[src/rtl/quad_pkg.sv]
// Shared types and helpers for the quadrature encoder: FSM states, the {b,a}
// phase table in forward order, and the edges-per-revolution helper.
package quad_pkg;

    typedef enum logic {
        IDLE = 1'b0,
        RUN  = 1'b1
    } state_t;

    // {b,a} phase codes listed in forward (A leads B) order
    localparam logic [1:0] PH_0 = 2'b00;
    localparam logic [1:0] PH_1 = 2'b01;
    localparam logic [1:0] PH_2 = 2'b11;
    localparam logic [1:0] PH_3 = 2'b10;

    function automatic int edges_per_rev(input int ppr);
        return 4 * ppr;
    endfunction

    function automatic logic [1:0] phase_next(input logic [1:0] ph, input logic fwd);
        logic [1:0] nxt;
        nxt = PH_0;
        case (ph)
            PH_0:    nxt = fwd ? PH_1 : PH_3;
            PH_1:    nxt = fwd ? PH_2 : PH_0;
            PH_2:    nxt = fwd ? PH_3 : PH_1;
            default: nxt = fwd ? PH_0 : PH_2;
        endcase
        return nxt;
    endfunction

endpackage

[src/rtl/quad_phase_seq.sv]
// Gray-code quadrature stepper with an edge position counter that wraps
// modulo one revolution. One edge per cycle in which step is high.
module quad_phase_seq
    import quad_pkg::*;
#(
    parameter int PPR = 4
) (
    input  logic                         clk,
    input  logic                         rst,
    input  logic                         step,
    input  logic                         dir,
    output logic                         a,
    output logic                         b,
    output logic [$clog2(4*PPR)-1:0]     edge_pos
);

    localparam int EPR   = edges_per_rev(PPR);
    localparam int POS_W = $clog2(EPR);

    always_ff @(posedge clk) begin
        if (rst) begin
            {b, a}   <= PH_0;
            edge_pos <= '0;
        end else if (step) begin
            {b, a} <= phase_next({b, a}, dir);
            if (dir)
                edge_pos <= (edge_pos == POS_W'(EPR - 1)) ? '0 : edge_pos + POS_W'(1);
            else
                edge_pos <= (edge_pos == '0) ? POS_W'(EPR - 1) : edge_pos - POS_W'(1);
        end
    end

endmodule

[src/rtl/quadrature_encoder.sv]
// Quadrature pulse generator: executes signed move commands as timed A/B edges.
// Optional index output z is enabled by defining QUAD_ENC_INDEX_EN.
module quadrature_encoder
    import quad_pkg::*;
#(
    parameter int PPR        = 4,
    parameter int CNT_W      = 16,
    parameter int PER_W      = 16,
    parameter int MIN_PERIOD = 4
) (
    input  logic                        clk,
    input  logic                        rst,
    input  logic                        cmd_valid,
    output logic                        cmd_ready,
    input  logic signed [CNT_W-1:0]     cmd_steps,
    input  logic [PER_W-1:0]            cmd_period,
    input  logic                        abort,
    output logic                        a,
    output logic                        b,
    output logic                        busy,
    output logic                        done,
    output logic                        aborted,
    output logic [$clog2(4*PPR)-1:0]    edge_pos,
    output logic                        z
);

    localparam int EPR   = edges_per_rev(PPR);
    localparam int POS_W = $clog2(EPR);

    state_t             state, state_next;
    logic [PER_W-1:0]   timer, timer_next;
    logic [PER_W-1:0]   period, period_next;
    logic [CNT_W-1:0]   remaining, remaining_next;
    logic               fwd, fwd_next;
    logic               step;
    logic               done_next, aborted_next;
    logic [CNT_W-1:0]   steps_u, steps_mag;
    logic [PER_W-1:0]   period_clamped;

    // Magnitude kept unsigned so the most negative count maps to 2^(CNT_W-1)
    assign steps_u        = cmd_steps;
    assign steps_mag      = steps_u[CNT_W-1] ? (~steps_u + CNT_W'(1)) : steps_u;
    assign period_clamped = (cmd_period < PER_W'(MIN_PERIOD)) ? PER_W'(MIN_PERIOD) : cmd_period;

    always_comb begin
        state_next     = state;
        timer_next     = timer;
        period_next    = period;
        remaining_next = remaining;
        fwd_next       = fwd;
        step           = 1'b0;
        done_next      = 1'b0;
        aborted_next   = 1'b0;
        case (state)
            IDLE: begin
                if (cmd_valid && cmd_ready) begin
                    fwd_next       = ~cmd_steps[CNT_W-1];
                    period_next    = period_clamped;
                    remaining_next = steps_mag;
                    // First edge lands P cycles after accept, later ones every P
                    timer_next     = period_clamped - PER_W'(1);
                    if (steps_mag == '0)
                        done_next = 1'b1;
                    else
                        state_next = RUN;
                end
            end
            RUN: begin
                if (abort) begin
                    state_next   = IDLE;
                    done_next    = 1'b1;
                    aborted_next = 1'b1;
                end else if (timer == PER_W'(1)) begin
                    step           = 1'b1;
                    timer_next     = period;
                    remaining_next = remaining - CNT_W'(1);
                    if (remaining == CNT_W'(1)) begin
                        state_next = IDLE;
                        done_next  = 1'b1;
                    end
                end else begin
                    timer_next = timer - PER_W'(1);
                end
            end
            default: state_next = IDLE;
        endcase
    end

    always_ff @(posedge clk) begin
        if (rst) begin
            state     <= IDLE;
            cmd_ready <= 1'b1;
            busy      <= 1'b0;
            done      <= 1'b0;
            aborted   <= 1'b0;
        end else begin
            state     <= state_next;
            cmd_ready <= (state_next == IDLE);
            busy      <= (state_next == RUN);
            done      <= done_next;
            aborted   <= aborted_next;
        end
    end

    always_ff @(posedge clk) begin
        timer     <= timer_next;
        period    <= period_next;
        remaining <= remaining_next;
        fwd       <= fwd_next;
    end

    quad_phase_seq #(
        .PPR(PPR)
    ) u_phase_seq (
        .clk      (clk),
        .rst      (rst),
        .step     (step),
        .dir      (fwd),
        .a        (a),
        .b        (b),
        .edge_pos (edge_pos)
    );

`ifdef QUAD_ENC_INDEX_EN
    logic lands_zero;

    // Index updates only on edges, so it marks arrival at the zero position
    assign lands_zero = (phase_next({b, a}, fwd) == PH_0) &&
                        (fwd ? (edge_pos == POS_W'(EPR - 1)) : (edge_pos == POS_W'(1)));

    always_ff @(posedge clk) begin
        if (rst)
            z <= 1'b0;
        else if (step)
            z <= lands_zero;
    end
`else
    assign z = 1'b0;
`endif

endmodule

[config.mk]
export PLATFORM = sky130hd
export DESIGN_NAME = quadrature_encoder
export DESIGN_NICKNAME = d
export VERILOG_FILES = /design/src/rtl/quad_pkg.sv /design/src/rtl/quad_phase_seq.sv /design/src/rtl/quadrature_encoder.sv
export SDC_FILE = /design/constraint.sdc
export NUM_CORES = 1
export LEC_CHECK = 0
export CAP_MARGIN = 40
export CELL_PAD_IN_SITES_DETAIL_PLACEMENT = 1
export CELL_PAD_IN_SITES_GLOBAL_PLACEMENT = 2
export CORE_MARGIN = 4
export CORE_UTILIZATION = 37
export CTS_BUF_LIST = sky130_fd_sc_hd__clkbuf_2 sky130_fd_sc_hd__clkbuf_4 sky130_fd_sc_hd__clkbuf_8
export DETAILED_ROUTE_END_ITERATION = 7
export GPL_TIMING_DRIVEN = 0
export HOLD_SLACK_MARGIN = 0.03
export PLACE_DENSITY = 0.92
export REMOVE_ABC_BUFFERS = 1
export SYNTH_ARGS = -nofsm -noshare
export SYNTH_HDL_FRONTEND = slang
export SYNTH_SLANG_ARGS = --single-unit
[constraint.sdc]
create_clock -name clk -period 3.5 [get_ports clk]
set_input_delay 0.7 -clock clk [delete_from_list [all_inputs] [get_ports clk]]
set_output_delay 0.7 -clock clk [all_outputs]
set_load 0.005 [all_outputs]
---- Yosys cells after proc, flatten, opt, wreduce, memory -nomap -nowiden ----
Index checks and enable logic that the tools add are counted.
operators by class
  add/sub/neg operators ................... 6
  $lt $le $gt $ge ......................... 1
  equal/unequal tests ..................... 8
  muxes and demuxes ....................... 34
  bitwise logic cells ..................... 4
  reductions and logical operators ........ 8
operators by type and width
  operator                                                     number
  two-way mux 16 bit                                           8
  case mux 16 bit (2 select lines)                             2
  subtractor 16 x 1 -> 16 bit, second input constant           3
  equality test 16 x 1 -> 1 bit, second input constant         2
  adder 16 x 1 -> 16 bit, second input constant                1
  logical NOT 16 bit                                           1
  less-than comparator 16 x 3 -> 1 bit, second input constant  1
  NOT 16 bit                                                   1
  two-way mux 1 bit                                            14
  two-way mux 4 bit                                            3
  two-way mux 2 bit                                            4
  case mux 2 bit (3 select lines)                              1
  adder 4 x 1 -> 4 bit, second input constant                  1
  equality test 4 bit, second input constant                   1
  logical NOT 4 bit                                            1
  != test 2 bit, second input constant                         2
  case mux 1 bit (2 select lines)                              2
  AND reduction 2 bit                                          2
  subtractor 4 x 1 -> 4 bit, second input constant             1
  NOT 1 bit                                                    3
  AND reduction 3 bit                                          1
  equality test 2 x 1 -> 1 bit, second input constant          1
  equality test 2 bit, second input constant                   1
  logical NOT 2 bit                                            1
  3 further kinds                                              3
word-level totals
  register bits after elaboration ......... 59
  output and inout bits ................... 11
  word-level logic and storage cells ...... 72

---- Logic depth before layout (Yosys ltp) ----
Gate-level depths: netlist (run 1).
  depth in word-level cells ............... 8
  depth in mapped cells ................... 10

---- Modules after synthesis ----
A second synthesis (run 1) with hierarchy kept.
second synthesis, totals
  cells, all modules ...................... 418
  area total of the unflattened synthesis .. 3991.3 µm²
by module, submodules not included
  module              times used  cells an instance  area each (µm²)  sequential area each (µm²)
  quadrature_encoder  1           381                3651.0           1551.5
  quad_phase_seq      1           37                 340.3            120.1

---- Worst setup path before layout (run 1) ----
No wires, ideal clock.
  path kind ............................... input to register
  start ................................... in cmd_period[11]
  end ..................................... reg timer[6] (data pin)
  arrival ................................. 2.724 ns
  required time ........................... 3.227 ns
  slack ................................... 0.503 ns
  stages on the path ...................... 10
  path buffers ............................ 1
  path through ............................ or4_1 -> or4_1 -> clkbuf_1 -> nand3b_1 -> nand2_1 -> ha_1 -> o211ai_1 -> nor3_1 -> xnor2_1 -> mux2i_1
between the ends
  cells in the longest elaborated chain, start to end .. 5
RTL lines
  element                               RTL line                   RTL
  from (decl)                           quadrature_encoder.sv:16   input logic [PER_W-1:0] cmd_period,
  less-than comparator 16 x 3 -> 1 bit  quadrature_encoder.sv:43   assign period_clamped = (cmd_period < PER_W'(MIN_PERIOD)) ? PER_W'(MIN_PERIOD) : cmd_period;
  two-way mux 16 bit                    quadrature_encoder.sv:43
  subtractor 16 x 1 -> 16 bit           quadrature_encoder.sv:61   timer_next = period_clamped - PER_W'(1);
  two-way mux 16 bit                    quadrature_encoder.sv:56   if (cmd_valid && cmd_ready) begin
  case mux 16 bit (2 select lines)      quadrature_encoder.sv:54   case (state)
  net timer_next[6]                     quadrature_encoder.sv:31   logic [PER_W-1:0] timer, timer_next;
  to (signal assigned)                  quadrature_encoder.sv:106  timer <= timer_next;
  to (decl)                             quadrature_encoder.sv:31
The timed path passes the listed nets, and every way through them passes these cells. The select of a mux whose other input is x is not followed.
A chain may end at the register's enable or synchronous reset.

---- Worst setup path in the final report (run 1) ----
  start ................................... in cmd_period[8]
  end ..................................... reg timer[10] (data pin)
between the ends
  cells in the longest elaborated chain, start to end .. 5
RTL lines
  element                               RTL line
  less-than comparator 16 x 3 -> 1 bit  quadrature_encoder.sv:43
  two-way mux 16 bit (*)                quadrature_encoder.sv:43
  subtractor 16 x 1 -> 16 bit (*)       quadrature_encoder.sv:61
  two-way mux 16 bit (*)                quadrature_encoder.sv:56
  case mux 16 bit (2 select lines) (*)  quadrature_encoder.sv:54
  net timer_next[10]                    quadrature_encoder.sv:31
Mark *: on every way through the listed nets, which the timed path passes. The rest lies on a longest branch. The select of a mux whose other input is x is not followed.

==> results of run 1 <==
==> cell usage after synthesis (9+ instances only) <==
library cell   n  area share [%]
nand3_1       10             1.2
edfxtp_1      49              36
clkbuf_1      22             2.0
xnor2_1       33             7.2
inv_1         17             1.6
nand2_1       21             2.0
nor2_1        48             4.5
o21ai_0       12             1.5
mux2i_1       18             4.5
or3_1          9             1.4
a21oi_1       27             3.3
dfxtp_1       10             5.0
xor2_1        18             3.9
nor3_1        21             2.6
==> per-stage QoR <==
step | TNS, ns | hold slack (ns) | area (sq um) | utilization [%] | cells
after detailed placement | -2.013 | 0.5546 | 4549 | 43.48 | 575
after CTS | 0 | 0.5710 | 4788 | 45.77 | 592
final | 0 | 0.5594 | 4810 | 45.97 | 592
after global routing | 0 | 0.6268 | 4810 | 45.97 | 592
after global placement | -22.29 | 0.5368 | 4503 | 43.04 | 573
after floorplan | 0 | 0.5202 | 3882 | - | 392
==> timing repair <==
action / in CTS / in global routing
hold buffers: 0 / 0
resized for setup: 0 / 7
endpoints found under the hold margin: 0 / 0
buffers inserted: 1 / 0
endpoints found under the setup margin: 3 / 5
==> kinds of logic after synthesis <==
logic type | Yosys count | synth area share (%)
AO/OA/AOI/OAI | 75 | 12.45
XOR/XNOR | 51 | 11.05
buffers and inverters | 49 | 5.604
adder cells (fa/ha/maj) | 8 | 2.477
other | 1 | 0.09279
multiplexers | 21 | 5.387
AND/OR/NAND/NOR | 159 | 21.58
flip-flops | 59 | 41.36
==> worst max-delay path by stage <==
stage | startpoint | end | cells past startpoint
2_1_floorplan | cmd_period[11] | timer[6] | 9
3_3_place_gp | state | timer[0] | 3
3_5_place_dp | cmd_period[8] | timer[8] | 10
4_1_cts | cmd_period[8] | timer[10] | 11
5_1_grt | cmd_period[8] | timer[8] | 11
6_report | cmd_period[8] | timer[10] | 11
==> power by group <==
group          leakage [nW]  internal, mW  switching [mW]
Sequential            0.548         0.850          0.0585
Clock                 0.116         0.447           0.271
Combinational          1.00         0.154           0.179
==> area by class of cell <==
cell class / instances / share of cell area (%)
clock inverters: 4 / 1.509
inverters: 18 / 1.405
clock buffers: 12 / 3.304
well taps: 136 / 3.538
flip-flops and latches: 59 / 34.78
multi-input cells: 315 / 44.90
repair buffers: 48 / 10.56
==> sequential cells by signal, summed over array words and instances, names as in the netlist <==
name	flops
state	1
u_phase_seq.b	1
u_phase_seq.edge_pos	4
timer	16
period	16
aborted	1
cmd_ready	1
remaining	16
u_phase_seq.a	1
fwd	1
done	1
==> per-layer routing <==
layer  part of all wire, %  track usage [%]  up-vias
li1                      -                -     1598
met4                   1.3            4.647        0
met3                   2.7            2.480       11
met2                    50            27.10       47
met5                     0                0        -
met1                    46            19.23     1497
==> critical path: cells and delay by family <==
family / cells / cell delay (ns)
buffers and inverters: 2 / 0.68
adders and majority gates: 1 / 0.21
muxes: 1 / 0.09
xor gates and xnor gates: 1 / 0.14
and+or+nand+nor: 6 / 1.56
==> impl_metrics.toml, run 1 <==
[global_routing]
antenna_found_initial = 0
grt_pass1_wl_mm = 16.07
gr-total-overflow = 0
grt_usage_pct = 15.35
grt_max_degree = 28
grt_pass1_vias = 3351

[setup_path]
r2r_start = "state"
arrival_ns = 3.39
cp.required_ns = 3.57
critical_path.max_stage_delay_ns = 0.54
rrSetupSlack_ns = 0.83
critical_path_class = "in2reg"
rr_worst_depth = 5
crit_fanout = 6
critPathLaunchType = "primary input"
cp_slowest_cell = "or4_4"
crit_chain = "clkdlybuf4s50_1, or3_4, or4_4, nand3b_1, nand2_1, ha_2, nand4_1, buf_4, nor2_1, xnor2_1, mux2i_1"
critPathCaptureType = "register"
reg2reg_to = "remaining[4]"

[floorplanning]
io_pins = 47
core_area_sq_mm = 0.01046
die_w_um = 112.5
rows = 37
die_y_um = 112.5
initial_utilization_pct = 38.63
die_area_sq_mm = 0.01266

[synth]
syn_inst = 423
yosysUniqueCellTypes = 69
synth.cell_area_sq_mm = 0.004041
synthArstFlopShare_pct = 0
ys_seq_area_share_pct = 41.36
synth_ff_type = "edfxtp_1"
ys.warnings.count = 0
synth_edf_count = 49
avgSynthCellArea_sq_um = 9.554
synth-seq-cells = 59

[worst_hold_path]
whs_path_depth = 2
hp-class = "reg2reg"
whs_endpoint = "u_phase_seq.b"
hold_start = "u_phase_seq.b"

[routing]
ant_nets = 0
drc_errors = 0
wl_mm = 9.614
post_drt_wl_per_cell_um = 16.24
first_pass_iters = 4
vias = 3153
drt_first_iter_violations = 114
vias_per_cell = 5.326

[placed_design]
gp_congestion = 0.8136
io_buffers = 45
dp_hpwl_mm = 7.152
post-place-ws_ns = -0.3631

[timing]
grt_setup_unrepaired = "false"
slew_headroom_pct = 40.95
tightest_slew_ns = 0.8830
setup_slack_ns = 0.1894
clock_skew_ns = 0.01403
min_period_ns = 3.311
slew_viol_final = 0
timing.fmax_ghz = 0.3021
hold_viol = 0
post-route-period-util_pct = 94.59
setup_viol = 0

[finish]
final.fill_count = 1230
nets = 495
multi_input_area_sq_mm = 0.002160
mostFrequentLayoutCell = "edfxtp_1"
ff_latch_area_sq_mm = 0.001673
layout-drive-gt1-share_pct = 9.868
area_growth_pct = 19.01
n_antenna_cell = 0
final_cell_mix = "49 x edfxtp_1, 47 x nor2_1, 42 x clkdlybuf4s50_1"

[job]
cap_violations = 0

[clock_network]
cts_buffers = 9
htree_num_levels = 3
path_clk_slew_ns = 0.07
cts_sinks = 59
clockBufferDepth = 2
clock_latency_ns = 0.34
cts_tree = "done"
root_buffer = "clkbuf_8"

[outcome]
outcome = "completed"

[power]
leakage_nw = 1.665
p_total_mw = 1.959
ir_drop_v = 0.0001697
power_density_mw_per_mm2 = 407.4
Note: power is estimated with default switching activity, not from simulation.
==> run 2, diff against run 1 <==
--- a/config.mk
+++ b/config.mk
@@ -5,17 +5,17 @@
 export SDC_FILE = /design/constraint.sdc
 export NUM_CORES = 1
 export LEC_CHECK = 0
-export CAP_MARGIN = 40
+export ABC_AREA = 1
+export CAP_MARGIN = 10
 export CELL_PAD_IN_SITES_DETAIL_PLACEMENT = 1
 export CELL_PAD_IN_SITES_GLOBAL_PLACEMENT = 2
 export CORE_MARGIN = 4
-export CORE_UTILIZATION = 37
+export CORE_UTILIZATION = 34
 export CTS_BUF_LIST = sky130_fd_sc_hd__clkbuf_2 sky130_fd_sc_hd__clkbuf_4 sky130_fd_sc_hd__clkbuf_8
 export DETAILED_ROUTE_END_ITERATION = 7
 export GPL_TIMING_DRIVEN = 0
 export HOLD_SLACK_MARGIN = 0.03
 export PLACE_DENSITY = 0.92
-export REMOVE_ABC_BUFFERS = 1
 export SYNTH_ARGS = -nofsm -noshare
 export SYNTH_HDL_FRONTEND = slang
 export SYNTH_SLANG_ARGS = --single-unit
==> impl_metrics.toml, run 2 <==
[floorplanning]
rows = 40
die_y_um = 118.4
die_area_sq_mm = 0.01401
io_pins = 47
initial_utilization_pct = 34.62
die_w_um = 118.4
core_area_sq_mm = 0.01196

[setup_path]
critical_path_class = "in2reg"
rr_worst_depth = 7
rrSetupSlack_ns = 1.05
critical_path.max_stage_delay_ns = 0.52
r2r_start = "timer[9]"
critPathLaunchType = "primary input"
arrival_ns = 2.92
crit_chain = "clkdlybuf4s50_1, nor2_1, nand2_1, nor2_1, nand3_2, nand2_1, ha_1, nand4_2, nor2_1, xnor2_1, o21ai_1"
cp_slowest_cell = "clkdlybuf4s50_1"
cp_top_family = "simple AND/OR/NAND/NOR gates"
cp_common_cell = "nor2_1"
crit_buf_inv = 1
cp.required_ns = 3.57
crit_fanout = 7
reg2reg_to = "remaining[7]"
critPathCaptureType = "register"

[timing]
timing.fmax_ghz = 0.3509
clock_skew_ns = 0.01473
slew_headroom_pct = 40.82
min_period_ns = 2.850
tns_ns = 0
slew_viol_final = 0
post-route-period-util_pct = 81.42
hold_viol = 0
setup_viol = 0
tightest_slew_ns = 0.8878
grt_setup_unrepaired = "false"

[clock_network]
cts_buffers = 9
cts_setup_buffers = 0
path_clk_slew_ns = 0.07
root_buffer = "clkbuf_8"
clock_latency_ns = 0.34
cts_tree = "done"
cts_hold_buf = 0
cts.repair.resized = 0
cts_sinks = 59
clockBufferDepth = 2
htree_num_levels = 3

[routing]
ant_nets = 0
wl_mm = 11.61
post_drt_wl_per_cell_um = 15.25
first_pass_iters = 4
vias_per_cell = 4.979
drc_errors = 0
vias = 3789
drt_first_iter_violations = 208

[synth]
yosys.area.top_type_share_pct = 35.53
synth-seq-cells = 59
yosysUniqueCellTypes = 47
synthArstFlopShare_pct = 0
synth_edf_count = 49
ys_seq_area_share_pct = 40.36
synth_area_leaders = "edfxtp_1 36%, nand2_1 12%, nor2_1 6.2%"
synth.cell_area_sq_mm = 0.004141
syn_inst = 555
yosysMostFrequentCell = "nand2_1"
avgSynthCellArea_sq_um = 7.462
synth_ff_type = "edfxtp_1"
synth_fp_nets = 599
yosysTopAreaCell = "edfxtp_1"
synthTopCellsByCount = "136 x nand2_1, 68 x nor2_1, 58 x inv_1, 49 x edfxtp_1, 43 x nand3_1"
ys.warnings.count = 0

[power]
switching_power_mw = 0.5580
pwr-share-seq_pct = 47.5
swShare_pct = 29.64
cell_internal_pwr_mw = 1.325
p_clk_share_pct = 32.1
leakage_nw = 2.059
power_density_mw_per_mm2 = 379.9
power_frac_comb_pct = 20.4
ir_drop_v = 0.0001375

[worst_hold_path]
whs_path_depth = 2
hold_start = "u_phase_seq.b"
whs_endpoint = "u_phase_seq.b"
hp-class = "reg2reg"

[global_routing]
grt_pass1_vias = 3929
grt_pass1_wl_mm = 19.45
gr-total-overflow = 0
grt_usage_pct = 17.18
grt_max_degree = 18
antenna_found_initial = 0

[finish]
layout-drive-gt1-share_pct = 8.632
final.fill_count = 1480
utilization_pct = 41.43
final_cells = 761
mostFrequentLayoutCell = "nand2_1"
n_antenna_cell = 0
area_growth_pct = 19.67
nets = 654
top_regs = "period x16, remaining x16, timer x16"
final_cell_mix = "136 x nand2_1, 68 x nor2_1, 58 x inv_1"

[placed_design]
io_buffers = 44
gp_congestion = 0.8035
dp.cells = 746
dp_hpwl_mm = 9.160

[outcome]
outcome = "completed"

[job]
cap_violations = 0
run 2: cell count changes after synthesis, sizes merged, moves of 7 or more:
cell    change
clkbuf      -7
inv        +45
mux2i      -18
nand2     +118
nand3      +36
nor2       +28
nor3       -12
o21ai      +19
or3        -10
or4        -10
xnor2      -23
run 2: worst reg2reg max path, cell delays in order (launching register included):
cell	delay (ns)
edfxtp_1	0.44
nor2_1	0.20
nand3_1	0.18
inv_1	0.11
nand3_2	0.15
nor3_4	0.29
inv_2	0.16
nand2_1	0.54
run 2: area by class of cell:
type,count,area (sq um),share of cell area [%]
plain buffers,27,121.4,2.449
clock buffers,10,131.4,2.651
clock inverters,5,55.05,1.111
inverters,63,236.5,4.772
multi-input cells,406,2116,42.69
flip-flops and latches,59,1672,33.73
well taps,147,183.9,3.711
repair buffers,44,440.4,8.887
run 2: cell families after synthesis:
family                     Yosys count  synth area share [%]
AOI/OAI and AO/OA                   79                 11.15
xor gates and xnor gates            26                 5.498
adders and majority gates            8                 2.417
buffers and inverters               90                 8.640
DFF                                 59                 40.36
other                                1               0.09055
and+or+nand+nor                    292                 31.84
run 2: worst max-delay path by stage:
| stage | start | end | slack, ns | depth (start not counted) |
|---|---|---|---|---|
| 4_1_cts | cmd_period[11] | timer[14] | 0.63 | 14 |
| 6_report | cmd_period[11] | timer[12] | 0.65 | 11 |
| 2_1_floorplan | state | timer[0] | 1.0 | 4 |
| 5_1_grt | cmd_period[11] | timer[14] | 0.45 | 14 |
| 3_3_place_gp | state | timer[10] | -0.07 | 4 |
| 3_5_place_dp | cmd_period[11] | timer[14] | 0.26 | 14 |
run 2: routing by layer:
metal  track usage (%)  wire, um
met1             23.78      5804
met2             26.72      5243
met5                 0         0
met4             6.447       181
met3             3.110       375
run 2: stage by stage:
step           total power [mW]  hold WS (ns)  setup WS, ns  area [sq um]
3_5_place_dp              1.293        0.5006        0.2575          4770
3_3_place_gp              1.278        0.4771      -0.07116          4766
2_1_floorplan             1.140        0.4747        0.9974          4141
4_1_cts                   1.900        0.5097        0.6326          4956
5_1_grt                   1.989        0.5394        0.4494          4956
6_report                  1.883        0.5018        0.6504          4956
run 2: power by group through the flow:
stage	clock network, mW	registers, mW	logic (mW)
after floorplan	0	0.898	0.242
after global placement	0	0.907	0.371
after detailed placement	0	0.910	0.384
after CTS	0.619	0.895	0.386
after global routing	0.651	0.903	0.435
final	0.604	0.895	0.384
